## config.mk

```make
export PLATFORM = sky130hd
export DESIGN_NAME = hilo_unit
export DESIGN_NICKNAME = d
export VERILOG_FILES = /design/src/rtl/hilo_unit.sv
export SDC_FILE = /design/constraint.sdc
export NUM_CORES = 1
export LEC_CHECK = 0
export ABC_CLOCK_PERIOD_IN_PS = 1750
export BUFFER_PORTS_ARGS = -buffer_cell sky130_fd_sc_hd__buf_2
export CORE_UTILIZATION = 45
export CTS_BUF_LIST = sky130_fd_sc_hd__clkbuf_16
export DETAILED_ROUTE_END_ITERATION = 10
export PLACE_DENSITY = 0.78
export SLEW_MARGIN = 25
export SYNTH_ARGS = -nofsm -noshare
export SYNTH_HDL_FRONTEND = slang
export SYNTH_SLANG_ARGS = --single-unit
```

## constraint.sdc

```tcl
create_clock -name clk -period 1.75 [get_ports clk]
set_clock_uncertainty 0.1 [all_clocks]
set_input_delay 0.0875 -clock clk [delete_from_list [all_inputs] [get_ports clk]]
set_output_delay 0.0875 -clock clk [all_outputs]
set_load 0.01 [all_outputs]
```

## src/rtl/hilo_unit.sv

```systemverilog
// hilo_unit: HI/LO architectural register block fed by the pipelined multiplier.
// It issues MULT/MULTU to the multiplier and tracks products in flight. Each
// product is written into {hi,lo} MUL_LAT cycles after the multiply is accepted.
// It also serves MTHI/MTLO/MFHI/MFLO, which stall while any product is in flight.
//
// Handshake: an op transfers on a rising clk edge where op_valid && op_ready.
// op_ready does not depend on op_valid. op_ready is low during flush.
// It is also low for HI/LO moves while busy. Multiplies and reserved codes are
// otherwise always ready. Once an op is presented, EX holds op_code/op_src
// stable until it transfers.
module hilo_unit #(
  parameter int          MUL_LAT    = 1,
  parameter logic [63:0] RESET_HILO = 64'h0
) (
  input  logic        clk,
  input  logic        reset,
  input  logic        op_valid,
  input  logic [2:0]  op_code,
  input  logic [31:0] op_src,
  output logic        op_ready,
  input  logic        flush,
  output logic        mul_en,
  output logic        mul_signed,
  input  logic [63:0] mul_result,
  output logic        rd_valid,
  output logic [31:0] rd_data,
  output logic [31:0] hi,
  output logic [31:0] lo,
  output logic        busy
);

  localparam logic [2:0] OP_MULT  = 3'd0;
  localparam logic [2:0] OP_MULTU = 3'd1;
  localparam logic [2:0] OP_MTHI  = 3'd2;
  localparam logic [2:0] OP_MTLO  = 3'd3;
  localparam logic [2:0] OP_MFHI  = 3'd4;
  localparam logic [2:0] OP_MFLO  = 3'd5;

  logic               is_mul;
  logic               is_move;
  logic               accept;
  logic               retire;
  logic [MUL_LAT-1:0] inflight;
  logic [MUL_LAT-1:0] issue_bit;

  // Decode the op class and form the acceptance / multiplier-capture strobes.
  always_comb begin
    is_mul     = (op_code == OP_MULT) || (op_code == OP_MULTU);
    is_move    = (op_code == OP_MTHI) || (op_code == OP_MTLO) ||
                 (op_code == OP_MFHI) || (op_code == OP_MFLO);
    op_ready   = !flush && (!is_move || !busy);
    accept     = op_valid && op_ready;
    mul_en     = accept && is_mul;
    mul_signed = (op_code == OP_MULT);
  end

  // A newly accepted multiply enters the in-flight tracker at bit 0.
  always_comb begin
    issue_bit    = '0;
    issue_bit[0] = mul_en;
  end

  assign busy   = |inflight;
  assign retire = inflight[MUL_LAT-1];

  // In-flight tracker: one bit per pipeline slot, shifting toward the retire end.
  always_ff @(posedge clk) begin
    if (reset || flush) begin
      inflight <= '0;
    end else begin
      inflight <= (inflight << 1) | issue_bit;
    end
  end

  // HI/LO update: a retiring product wins unless flushed. MT writes cannot
  // coincide with a retire because moves stall while busy.
  always_ff @(posedge clk) begin
    if (reset) begin
      {hi, lo} <= RESET_HILO;
    end else if (retire && !flush) begin
      {hi, lo} <= mul_result;
    end else if (accept && (op_code == OP_MTHI)) begin
      hi <= op_src;
    end else if (accept && (op_code == OP_MTLO)) begin
      lo <= op_src;
    end
  end

  // MFHI/MFLO read port: registered data, valid for exactly one cycle per read.
  always_ff @(posedge clk) begin
    if (reset) begin
      rd_valid <= 1'b0;
      rd_data  <= '0;
    end else if (accept && (op_code == OP_MFHI)) begin
      rd_valid <= 1'b1;
      rd_data  <= hi;
    end else if (accept && (op_code == OP_MFLO)) begin
      rd_valid <= 1'b1;
      rd_data  <= lo;
    end else begin
      rd_valid <= 1'b0;
    end
  end

endmodule
```

### Word-level counts from Yosys, hierarchy flattened

Index checks and enable logic that the tools add are counted.

* flip-flop bits (word level): 98

* eq/ne operators: 6
* muxes and demuxes: 9
* reduce and logical (&&, ||, !) cells: 22

Operators with widths (count)
* 2-to-1 mux 32 bit: 7
* logical AND 1 bit: 8
* equality test 3 x 2 -> 1 bit, second input constant: 2
* equality test 3 bit, second input constant: 2
* logical OR 1 bit: 6
* nonzero test 2 bit: 3
* equality test 3 x 1 -> 1 bit, second input constant: 1
* zero test 1 bit: 3
* zero test 3 bit: 1
* 2-to-1 mux 1 bit: 2
* != test 2 bit, second input constant: 1
* AND reduction 2 bit: 1

### Logic depth before layout (Yosys ltp)

Gate-level depths: netlist of run 1.

* depth after elaboration: 12
* depth in mapped cells: 6

### Worst setup path before layout of run 1

Ideal clock, no wire load.

* kind: register -> register
* from: reg inflight, in the netlist busy
* to: reg rd_data[21]
* library setup time: 0.146 ns
* data arrival time: 1.270 ns
* slack: 0.234 ns
* cell stages (with the launch flop): 6
* buffers on the path: 3
* path through: dfxtp_1 > buf_4 > nor4_2 > buf_4 > buf_2 > a211oi_2

* word-level cells in the longest chain between the ends: 6

Ends and longest elaborated chain
* start: declaration: RTL line 43 `logic [MUL_LAT-1:0] inflight;`
* start signal: assignment: RTL line 71 `inflight <= (inflight << 1) | issue_bit;`
* zero test 1 bit *: RTL line 51 `op_ready = !flush && (!is_move || !busy);`
* logical OR 1 bit *: RTL line 51
* logical AND 1 bit *: RTL line 51
* logical AND 1 bit *: RTL line 52 `accept = op_valid && op_ready;`
* logical AND 1 bit (on tied branches): RTL line 94, 97
* 2-to-1 mux 32 bit or nonzero test 2 bit (tied branches)
* end signal: assignment: RTL line 96 `rd_data <= hi;`
* end signal: assignment: RTL line 99 `rd_data <= lo;`
* end: declaration: RTL line 26 `output logic [31:0] rd_data,`

Every way passes the cells marked *; elsewhere a longest branch is shown, timed or not.
A chain may end at the register's enable or synchronous reset.

### Final worst setup path of run 1

* from: in flush
* to: reg rd_data[12]

* word-level cells in the longest chain between the ends: 5

Ends and longest elaborated chain
* start: declaration: RTL line 21 `input logic flush,`
* zero test 1 bit *: RTL line 51
* logical AND 1 bit *: RTL line 51
* logical AND 1 bit *: RTL line 52
* logical AND 1 bit (on tied branches): RTL line 94, 97
* 2-to-1 mux 32 bit or nonzero test 2 bit (tied branches)

Marked as above.

==> results of run 1 <==
[worst max-delay path: stages]
cell	delay, ns
dlygate4sd3_1	0.54
buf_2	0.19
nor4_4	0.39
clkbuf_16	0.30
nor2_1	0.06
a211oi_1	0.23
[Yosys cell counts]
| cell type | n |
|---|---|
| a21oi_1 | 1 |
| nor4_1 | 1 |
| xor2_1 | 1 |
| nor3_2 | 10 |
| nor2_1 | 96 |
| a211oi_1 | 15 |
| nand2_1 | 1 |
| and4b_1 | 1 |
| o21bai_4 | 1 |
| mux2i_1 | 32 |
| o21ba_2 | 1 |
| nor4_2 | 1 |
| a211oi_2 | 17 |
| o21bai_2 | 1 |
| a221oi_1 | 54 |
| nor2b_1 | 1 |
| dfxtp_1 | 98 |
| and4bb_2 | 1 |
| nor3_1 | 56 |
| clkbuf_1 | 15 |
| buf_4 | 9 |
| buf_6 | 2 |
| a221oi_2 | 10 |
| nand2b_1 | 2 |
| o21ba_4 | 1 |
| buf_2 | 23 |
[routing by layer]
layer,global-route usage,vias up
met5,0,-
met4,0.127,0
met3,0.0444,38
met2,0.535,289
met1,0.339,2295
li1,-,2252
[metrics by stage]
step | std cells | TNS (ns) | cell area (µm²) | total power (µW) | setup WS, ns
detailed placement | 751 | -0.355 | 5480 | 2980 | -0.0404
global route | 862 | 0 | 6750 | 5260 | 0.00112
floorplan | 451 | 0 | 4370 | 2690 | 0.234
CTS | 860 | 0 | 6700 | 5070 | 0.0177
global placement | 751 | 0 | 5480 | 2960 | 0.0579
finish | 863 | 0 | 6750 | 5080 | 0.0824
[cell usage in the layout, fill, tap and decap left out, types with 3 or more instances in the layout]
| master | n |
|---|---|
| a211oi_1 | 15 |
| buf_4 | 13 |
| nor2_1 | 96 |
| a211oi_2 | 17 |
| buf_2 | 202 |
| nor3_1 | 56 |
| a221oi_2 | 10 |
| a221oi_1 | 54 |
| mux2i_1 | 32 |
| dlygate4sd3_1 | 93 |
| clkbuf_16 | 10 |
| dfxtp_1 | 97 |
| buf_12 | 3 |
| nor3_2 | 10 |
[where the power goes]
part,internal [µW],switching (µW),leakage [µW]
sequential,2300,50.6,0.000796
combinational,397,372,0.00195
clock,1110,848,0.000149
total,3810,1270,0.00290
[area by class of cell]
cell class,count,area [µm²],share of cell area
antenna,1,2.50,0.000371
clock buffer,9,225,0.0334
clock inverter,7,71.3,0.0106
multi-input combinational,304,2150,0.319
sequential,98,1960,0.291
tap,129,161,0.0239
timing repair buffer,315,2170,0.322
[how the worst max path moves through the flow]
stage                             end  startpoint  slack [ns]
final                     rd_data[12]       flush        0.08
after global routing       rd_data[9]       flush       0.001
after CTS                       hi[9]        busy        0.02
after detailed placement        hi[9]    op_valid       -0.04
after global placement         hi[31]    op_valid        0.06
after floorplan           rd_data[21]        busy        0.23
[timing repair]
action | in CTS | in global routing
endpoints found under the hold margin | 61 | 0
hold buffers | 93 | 0
gates resized for setup | 0 | 2
setup endpoints to repair | 0 | 3
[cells by family (layout without fill, tap and decap cells)]
logic type	after synthesis	after routing	synth area share
AND/OR/NAND/NOR	170	170	0.184
AO/OA/AOI/OAI	101	101	0.231
flip-flops	98	98	0.449
buffers and inverters	49	331	0.0599
multiplexers	32	32	0.0734
XOR/XNOR	1	1	0.00201
other	0	1	0
[registers in the layout, summed over array words and instances (netlist names)]
signal and flops:
hi 32, busy 1, rd_valid 1, rd_data 32, lo 32
==> results.toml, run 1 <==
[final_layout]
nets = 831
fillers = 653
final_util = 0.724
area_growth_pct = 54.6
layout-drive-gt1-share = 0.383

[detailed_routing]
viasPerCell = 5.65
highest_layer = "met4"
wl_um = 15600
met1_length_um = 6110
drc = 0
drt_iter0_markers = 214
routedWlPerCell_um = 18.1
met3_length_um = 1040
dr_wl_met2_um = 8020
first_pass_iters = 5
dr_total_vias = 4874
detail-route-antenna-nets = 0

[setup_path]
crit_path_start_kind = "primary input"
reg2reg_from = "busy"
worstPathArrival_ns = 1.80
reg2reg_depth = 4
cp.required_ns = 1.88
endpoint_kind = "flip-flop"
crit_type = "primary input to flip-flop"
reg2reg_to = "rd_data[12]"
r2r_setup_slack_ns = 0.19
cp_max_fo = 33

[synth]
synth_top_area_frac = 0.449
yosys.area.top_type = "dfxtp_1"
seq_area_frac_synth = 0.449
yosys-top-cells-area = "dfxtp_1 (45%), a221oi_1 (11%), nor2_1 (8.3%)"
synthDistinctLibCells = 26
synth_area_um2 = 4370
synthCells = 451
synth_nets = 554
yosysWarnings = 0
synth-seq-cells = 98
syn_avg_cell_area_um2 = 9.68

[status]
status = "complete, but fails checks"
violations = "negative hold slack"

[job]
cap_viol_max_count = 0

[worst_hold_path]
hp-start = "mul_result[25]"
whs_path_depth = 3
holdPathEnd = "lo[25]"
hold_class = "primary input to flip-flop"

[place]
hpwl_um = 8870
place.gp.congestion = 0.822
portBuffers = 203

[floorplanning]
pin_count = 204
initial_utilization = 0.468
design.die.area_um2 = 10100
die_height_um = 101
core_area_um2 = 9330
rows = 35
die_w_um = 101

[timing]
tightest_slew_ns = 0.627
slew_viol_final = 0
setup_viol = 0
period_minus_slack_ns = 1.67
max_freq_ghz = 0.600
hold_violations = 1
period_share = 0.953
whs_ns = -0.0108
rsz0062_at_grt = "no"
slew_headroom = 0.582

[cts]
clk_latency_ns = 0.33
h-tree-depth = 3
cts.sinks = 98
cts-buffers-inserted = 9
cts_tree = "built"
cts_buffer_depth = 2
cts.reportedPaths.clkPinSlew_ns = 0.07
postCtsSetupBuffers = 0
root_buffer = "clkbuf_16"

[global_route]
grt.overflow.total = 0
grt_pass1_wl_um = 23200
antenna_found_initial = 0
grt_max_degree = 66
grt_usage = 0.293
grt_pass1_vias = 4706

[power]
p_leak_uw = 0.00290
ir_drop_uv = 585
p_per_area_nw_per_um2 = 752
(Power assumes the default switching activity.)
==> run 2: changes to the inputs <==
CORE_MARGIN = 4   (was unset)
CTS_CLUSTER_SIZE = 8   (was unset)
GPL_TIMING_DRIVEN = 0   (was unset)
==> run 2 against run 1 <==
Net effect: the run now ends clean; clock power is 6% higher; critical path depth down 2; power grew 2.8%; via count up 5.9%; sequential cell count did not move; critical path type is now flip-flop to output port.
==> results.toml, run 2 (same netlist as run 1, synthesis figures left out) <==
[detailed_routing]
drt_iter0_markers = 303
first_pass_iters = 5
viasPerCell = 5.80
routedWlPerCell_um = 20.2
detail-route-antenna-nets = 0
drc = 0
dr_total_vias = 5162
wl_um = 18000

[power]
p_comb_frac = 0.151
power.switching_uw = 1290
p_per_area_nw_per_um2 = 756
clkPwrFrac = 0.397
p_leak_uw = 0.00298
p_int_uw = 3930
seq_power_share = 0.451
swShare = 0.247
ir_drop_uv = 594

[final_layout]
fillers = 647
nets = 859
final_common_cell = "buf_2"
seq_area_um2 = 1960
final_util = 0.741
finalInstanceArea_um2 = 6910
largest_registers = "hi x32, lo x32, rd_data x32"
final_cells = 890
layout-drive-gt1-share = 0.407
final_cell_mix = "buf_2 (217), dfxtp_1 (97), nor2_1 (96)"
multi_input_area_um2 = 2240
area_growth_pct = 58.2

[global_route]
grt_pass1_wl_um = 27900
grt_max_degree = 16
grt_pass1_vias = 5457
grt_usage = 0.309
grt.overflow.total = 0
antenna_found_initial = 1

[timing]
tightest_slew_ns = 0.858
setup_viol = 0
period_share = 0.972
slew_headroom = 0.428
fin_tns_setup_ns = 0
max_freq_ghz = 0.588
period_minus_slack_ns = 1.70
hold_violations = 0
slew_viol_final = 0

[floorplanning]
core_area_um2 = 9330
die_w_um = 107
rows = 35
die_height_um = 107
pin_count = 204
design.die.area_um2 = 11300
initial_utilization = 0.468

[cts]
root_buffer = "clkbuf_16"
cts.reportedPaths.clkPinSlew_ns = 0.06
cts_buffer_depth = 2
cts_tree = "built"
clk_latency_ns = 0.34
h-tree-depth = 3
cts.sinks = 98
cts-buffers-inserted = 9

[setup_path]
crit_type = "flip-flop to output port"
crit_path_start_kind = "flip-flop"
cp.required_ns = 1.56
endpoint_kind = "output port"
cp_max_fo = 10
worstPathArrival_ns = 1.51

[status]
status = "finished, final reports clean"

[place]
placed_cells = 781
portBuffers = 201
hpwl_um = 11400
place.gp.congestion = 0.871
dpl-instance-area_um2 = 5530

[job]
cap_viol_max_count = 0

[worst_hold_path]
hold_class = "primary input to flip-flop"
==> run 2: what timing repair did <==
item,CTS,global route
buffers inserted,0,1
hold buffers,92,0
resized for setup,7,27
endpoints found under the hold margin,60,0
endpoints found under the setup margin,37,72
==> run 2: per-layer routing <==
metal | track usage | share of wire | up-vias
li1 | - | - | 2306
met2 | 0.562 | 0.51 | 372
met1 | 0.346 | 0.36 | 2410
met4 | 0.138 | 0.037 | 0
met3 | 0.0619 | 0.092 | 74
met5 | 0 | 0 | -
==> run 2: per-stage QoR <==
step	hold slack (ns)	setup WS (ns)	total power, µW
5_1_grt	0.0253	-0.00301	5380
3_3_place_gp	0.260	-0.0303	2970
2_1_floorplan	0.0653	0.234	2690
3_5_place_dp	0.269	-0.104	2990
6_report	0.00644	0.0485	5220
4_1_cts	0.00493	0.000558	5190
==> run 2: worst paths after layout <==
check        slack, ns  depth (start not counted)           to         from
max               0.05                          4     op_ready         busy
min              0.006                          3       hi[26]   op_src[26]
min reg2reg       0.40                          2  rd_data[13]  rd_data[13]
max reg2reg       0.10                          6        lo[4]         busy
==> run 2: area by class of cell <==
| type | count | share of cell area |
|---|---|---|
| clock buffer | 9 | 0.0326 |
| multi-input combinational | 304 | 0.324 |
| timing repair buffer | 294 | 0.280 |
| buffer | 49 | 0.0429 |
| sequential | 98 | 0.284 |
| antenna | 1 | 0.000362 |
| clock inverter | 6 | 0.0121 |
| tap | 129 | 0.0234 |
==> run 2: worst max-delay path: stages (launching register included) <==
cell	delay (ns)
dfxtp_2	0.34
buf_6	0.15
clkbuf_2	0.22
a21oi_1	0.28
buf_2	0.19
==> run 2: power groups by stage <==
stage	logic, µW	registers [µW]	clock network [µW]
2_1_floorplan	262	2430	0
6_report	791	2360	2080
5_1_grt	843	2360	2170
3_3_place_gp	573	2400	0
4_1_cts	749	2350	2080
3_5_place_dp	587	2400	0
